File: config.mk
export PLATFORM = sky130hd
export DESIGN_NAME = bj_redirect_ctrl
export DESIGN_NICKNAME = d
export VERILOG_FILES = /design/src/rtl/bj_redirect_ctrl.sv
export SDC_FILE = /design/constraint.sdc
export NUM_CORES = 1
export LEC_CHECK = 0
export CAP_MARGIN = 20
export CORE_MARGIN = 2
export CORE_UTILIZATION = 47
export CTS_CLUSTER_SIZE = 12
export DETAILED_ROUTE_END_ITERATION = 8
export PLACE_DENSITY_LB_ADDON = 0.25
export SYNTH_ARGS = -nofsm -noshare
export SYNTH_HDL_FRONTEND = slang
export SYNTH_SLANG_ARGS = --single-unit
export TNS_END_PERCENT = 20
File: constraint.sdc
create_clock -name clk -period 2.4 [get_ports clk]
set_input_delay 0.48 -clock clk [delete_from_list [all_inputs] [get_ports clk]]
set_output_delay 0.48 -clock clk [all_outputs]
set_load 0.02 [all_outputs]
File: src/rtl/bj_redirect_ctrl.sv
// rtl/bj_redirect_ctrl.sv - branch/jump/exception redirect sequencer between ID and instruction fetch
module bj_redirect_ctrl #(
    parameter logic [31:0] RESET_PC = 32'hBFC00000,
    parameter int          CNT_W    = 2
) (
    input  logic        clk,
    input  logic        resetn,
    input  logic        id_valid,
    input  logic        id_allowout,
    input  logic        bj_taken,
    input  logic [31:0] bj_target,
    input  logic        ds_fetched,
    input  logic        exc_redirect,
    input  logic [31:0] exc_target,
    input  logic        if_req_valid,
    input  logic        if_req_ready,
    input  logic        if_resp_valid,
    output logic        fetch_redirect,
    output logic [31:0] fetch_target,
    output logic        if_discard,
    output logic        if_req_block,
    output logic        ctrl_busy
);

    typedef enum logic [1:0] {BOOT, IDLE, WAIT_DS, PEND} state_t;

    localparam logic [CNT_W-1:0] CNT_ONE = CNT_W'(1);
    localparam logic [CNT_W-1:0] CNT_MAX = '1;

    state_t            state;
    logic [31:0]       tgt;
    logic [CNT_W-1:0]  inflight;
    logic [CNT_W-1:0]  drop_cnt;

    logic              req_fire;
    logic              accepted;
    logic              bj_fire;
    logic              drop_nz;
    logic              ds_resp;
    logic [CNT_W-1:0]  resp_dec;
    logic [CNT_W-1:0]  drop_on_accept;

    assign req_fire       = if_req_valid & if_req_ready;
    assign accepted       = fetch_redirect & req_fire;
    assign bj_fire        = id_valid & id_allowout & bj_taken;
    assign drop_nz        = (drop_cnt != '0);
    assign ds_resp        = if_resp_valid & ~drop_nz;
    assign resp_dec       = if_resp_valid ? CNT_ONE : '0;
    // Everything still in flight after this cycle's response is wrong-path; the redirect itself is not.
    assign drop_on_accept = inflight - resp_dec;

    assign fetch_redirect = (state == BOOT) | (state == PEND) | exc_redirect;
    assign fetch_target   = exc_redirect ? exc_target : tgt;
    assign if_discard     = if_resp_valid & ((state == PEND) | drop_nz | exc_redirect);
    assign if_req_block   = (inflight == CNT_MAX);
    assign ctrl_busy      = (state != IDLE) | drop_nz;

    always_ff @(posedge clk or negedge resetn) begin
        if (!resetn) begin
            inflight <= '0;
        end else begin
            case ({req_fire, if_resp_valid})
                2'b10:   inflight <= inflight + CNT_ONE;
                2'b01:   inflight <= inflight - CNT_ONE;
                default: inflight <= inflight;
            endcase
        end
    end

    always_ff @(posedge clk or negedge resetn) begin
        if (!resetn) begin
            drop_cnt <= '0;
        end else if (accepted && (exc_redirect || state == PEND)) begin
            drop_cnt <= drop_on_accept;
        end else if (if_resp_valid && drop_nz && state != PEND) begin
            drop_cnt <= drop_cnt - CNT_ONE;
        end
    end

    // Exceptions preempt any branch bookkeeping regardless of state.
    always_ff @(posedge clk or negedge resetn) begin
        if (!resetn) begin
            state <= BOOT;
            tgt   <= RESET_PC;
        end else if (exc_redirect) begin
            if (accepted) begin
                state <= IDLE;
            end else begin
                tgt   <= exc_target;
                state <= PEND;
            end
        end else begin
            case (state)
                BOOT: begin
                    if (accepted) state <= IDLE;
                end
                IDLE: begin
                    if (bj_fire) begin
                        tgt   <= bj_target;
                        state <= (ds_fetched || ds_resp) ? PEND : WAIT_DS;
                    end
                end
                WAIT_DS: begin
                    if (ds_resp) state <= PEND;
                end
                PEND: begin
                    if (accepted) state <= IDLE;
                end
                default: state <= BOOT;
            endcase
        end
    end

endmodule

Yosys cells after proc, flatten, opt, wreduce, memory -nomap -nowiden:

Cells that the tools add are included.

* input bits: 74
* logic and storage cells: 62
* register bits: 38

* muxes and demuxes: 16
* bitwise operators: 12
* eq/ne operators: 12
* add/subtract/negate cells: 4
* reduce and logical (&&, ||, !) cells: 14

Operators by type and width (count)
* 2-to-1 mux 32 bit: 5
* 2-to-1 mux 2 bit: 7
* nonzero test 2 bit: 5
* equality test 2 bit (second input constant): 4
* bitwise AND 1 bit: 6
* != test 3 bit (second input constant): 2
* case mux 2 bit (3 select lines): 1
* AND reduction 3 bit: 2
* OR 1 bit: 5
* equality test 2 x 1 -> 1 bit (second input constant): 2
* != test 2 bit (second input constant): 2
* case mux 2 bit (2 select lines): 1
* subtractor 2 x 1 -> 2 bit (second input constant): 2
* logical AND 1 bit: 3
* != test 3 x 1 -> 1 bit (second input constant): 1
* adder 2 x 1 -> 2 bit (second input constant): 1
* logical NOT 2 bit: 1
* logical OR 1 bit: 2
* 2-to-1 mux 1 bit: 2
* != test 2 x 1 -> 1 bit (second input constant): 1
* OR reduction 2 bit: 1
* subtractor 2 x 1 -> 2 bit: 1
* inverter 1 bit: 1

Depth between registers and ports, before layout:

* word-level depth: 8
* depth in mapped cells: 7
* depth with buffers taken out: 5

Least setup slack after synthesis:

Ideal clock, no wire load.

* path type: input to output
* start point: input exc_redirect
* end point: output fetch_target[10]
* setup slack: 0.670 ns
* data arrival time: 1.250 ns
* stages on the path: 3
* cells stage by stage: buf_2 buf_2 mux2_2

* cells in the longest elaborated chain, start to end: 1

RTL lines
* start: declaration: line 13 `input logic exc_redirect,`
* 2-to-1 mux 32 bit: line 53 `assign fetch_target = exc_redirect ? exc_target : tgt;`
* end: declaration: line 19 `output logic [31:0] fetch_target,`

Every way passes these cells.

Worst setup path in the final report:

* start point: register drop_cnt[0]
* end point: output if_discard

* cells in the longest elaborated chain, start to end: 4

RTL lines
* start: declaration: line 33 `logic [CNT_W-1:0] drop_cnt;`
* start signal: assignment: line 74 `drop_cnt <= drop_on_accept;`
* start signal: assignment: line 76 `drop_cnt <= drop_cnt - CNT_ONE;`
* nonzero test 2 bit: line 46 `assign drop_nz = (drop_cnt != '0);`
* OR 1 bit (2 in a row): line 54 `assign if_discard = if_resp_valid & ((state == PEND) | drop_nz | exc_redirect);`
* bitwise AND 1 bit: line 54
* end: declaration: line 20 `output logic if_discard,`

Every way passes these cells.

==> reports/metrics.cfg <==
[sta]
worstMarginPinSlew_ns=0.8599
finalWorstSetupSlack_ns=0.08573
layout_min_cycle_time_ns=2.314
setup_violations=0
finalCritPeriodShare=0.9643
finalSetupTns_ns=0
maxSlewHeadroom=0.4268
grt_setup_unrepaired=no
finalHoldViolations=0
fmax_mhz=432.1
skew_ns=0.005984
final_max_slew_viol_count=0

[drt]
wl_um=6681
vias_per_cell=5.471
via_count=2440
first_iter_violations=142
firstDrtPassIters=4
drtAntennaViolNets=0
drc=0
routedWlPerCell_um=14.98

[cts]
cts_inserted_buffers=5
htree_levels=2
post-cts-setup-buffers=0
root_buffer=clkbuf_8
clock_path_buffers=2
path_clk_slew_ns=0.07
cts_resized=0
clk_latency_ns=0.29
postCtsHoldBufs=0
cts_sinks=38
cts_tree=built

[synthesis]
syn_area_per_cell_um2=9.986
synth_cell_types=36
syn-cell-area_um2=2656
synthArstFlopShare=1.000
yosysTopAreaCellShare=0.2732
synth_seq_area_share=0.3622
synth_top_area_cell=dfrtp_1
yosys-top-cells-area=dfrtp_1 27%, mux2_2 14%, mux2i_1 13%
syn-num-nets=346
synth_edf_count=0
synth_ff_type=dfrtp_1
synth-seq-cells=38
synthCells=266
yosys_warnings=0

[cells_and_area]
drive_gt1_frac=0.1818
final_common_cell=clkdlybuf4s50_1
final_cell_mix=106 x clkdlybuf4s50_1, 35 x nand2_1, 34 x mux2i_1, 33 x mux2_2, 33 x a21oi_1
antennaDiodeCount=0
synthToLayoutAreaGrowth_pct=47.81
final_nets=453
instances_no_fill=446
nFillCells=438

[hold_path]
holdCritPathClass=in -> async

[placement]
dpl.cell_count=438
post-dp-hpwl_um=4778
numPortBuffers=109
place_ws_ns=0.1452
gp_congestion=0.8599

[floorplan]
row_count=27
core_um2=5473
die_h_um=79.18
io_pins=110
die-area_um2=6269
start_util=0.4854
die_w_um=79.18

[power]
pwr-share-clk=0.234
power.share.combinational=0.393
p_sw_mw=0.7193
p_leak_nw=1.806
swShare=0.3150
p_int_mw=1.564
p_seq_frac=0.373
ir_worst_vdd_uv=304.5
power.density_nw_per_um2=581.5

[global_route]
grt_max_degree=39
grt_pass1_wl_um=10860
grt_pass1_vias=2369
overflow=0
grt.total_usage=0.2158
antenna_found_initial=0

[critical_path]
critPathMaxFanout=5
required_ns=1.92
end_kind=output pin
start_kind=flop
critical_path_class=reg -> out
cp.arrival_ns=1.83

[outcome]
status=finished clean

[flow_run]
max_cap_violations=0

==> worst max-delay path: stages (launching register included) <==
cell	delay (ns)
dfrtp_1	0.39
inv_1	0.07
ha_2	0.23
inv_1	0.05
o31a_1	0.26
clkdlybuf4s50_1	0.53
==> power by group through the flow <==
stage                     clock, mW  combinational [mW]  sequential, mW
after floorplan                   0               0.530           0.840
after global placement            0               0.872           0.858
after detailed placement          0               0.891           0.860
after CTS                     0.549               0.899           0.850
after global routing          0.576               0.979           0.871
final                         0.535               0.897           0.851
==> Yosys cell counts, types with 2 or more instances <==
cell type / count
nand2_1: 35
mux2i_1: 34
a21oi_1: 33
mux2_2: 33
a22oi_1: 32
dfrtp_1: 29
buf_2: 10
dfstp_2: 9
inv_1: 7
ha_1: 6
buf_4: 5
buf_6: 3
clkbuf_1: 3
xnor2_1: 3
nor2_1: 2
xor2_1: 2
==> cell type report <==
cell class                      count  area (um^2)  share of cell area
Clock buffer                        5        68.82             0.01753
Timing Repair Buffer              121         1201              0.3059
Inverter                            7        26.28            0.006692
Clock inverter                      3        40.04             0.01020
Tap cell                           72        90.09             0.02294
Multi-Input combinational cell    200         1538              0.3916
Sequential cell                    38        962.2              0.2451
==> registers in the layout, indices dropped and copies added (netlist names) <==
register and cells:
inflight 2, state 2, tgt 32, drop_cnt 2
==> cells by family after synthesis <==
family,count (synthesis),synth area share
adder cells (fa/ha/maj),6,0.02826
AND/OR/NAND/NOR,48,0.08527
buffers and inverters,28,0.05982
multiplexers,67,0.2680
flip-flops,38,0.3622
AO/OA/AOI/OAI,74,0.1799
XOR/XNOR,5,0.01649
==> final timing paths <==
check | startpoint | end | slack (ns) | cells past startpoint
min reg2reg | tgt[31] | tgt[31] | 0.48 | 2
max in group asynchronous | resetn | tgt[12] | 1.56 | 1
max | drop_cnt[0] | if_discard | 0.09 | 5
max reg2reg | state[1] | tgt[0] | 0.74 | 6
min in group clk | tgt[31] | tgt[31] | 0.48 | 2
min | resetn | state[0] | 0.30 | 1
==> metrics by stage <==
step / instance area, um^2 / power, mW / hold WS (ns) / util
global route: 3926 / 2.426 / 0.3460 / 0.7174
CTS: 3921 / 2.298 / 0.3260 / 0.7165
finish: 3926 / 2.283 / 0.2997 / 0.7174
global placement: 3812 / 1.730 / 0.4687 / 0.6966
detailed placement: 3812 / 1.750 / 0.4751 / 0.6966
floorplan: 2656 / 1.370 / 0.1844 / -
==> per-layer routing <==
layer  track usage  part of all wire  vias to the layer above
met2        0.3551              0.46                      101
met3       0.05227             0.081                        8
met5             0                 0                        -
met1        0.2866              0.44                     1147
met4       0.05345            0.0097                        0
li1              -                 -                     1184
Power figures use the tool's default switching activity.
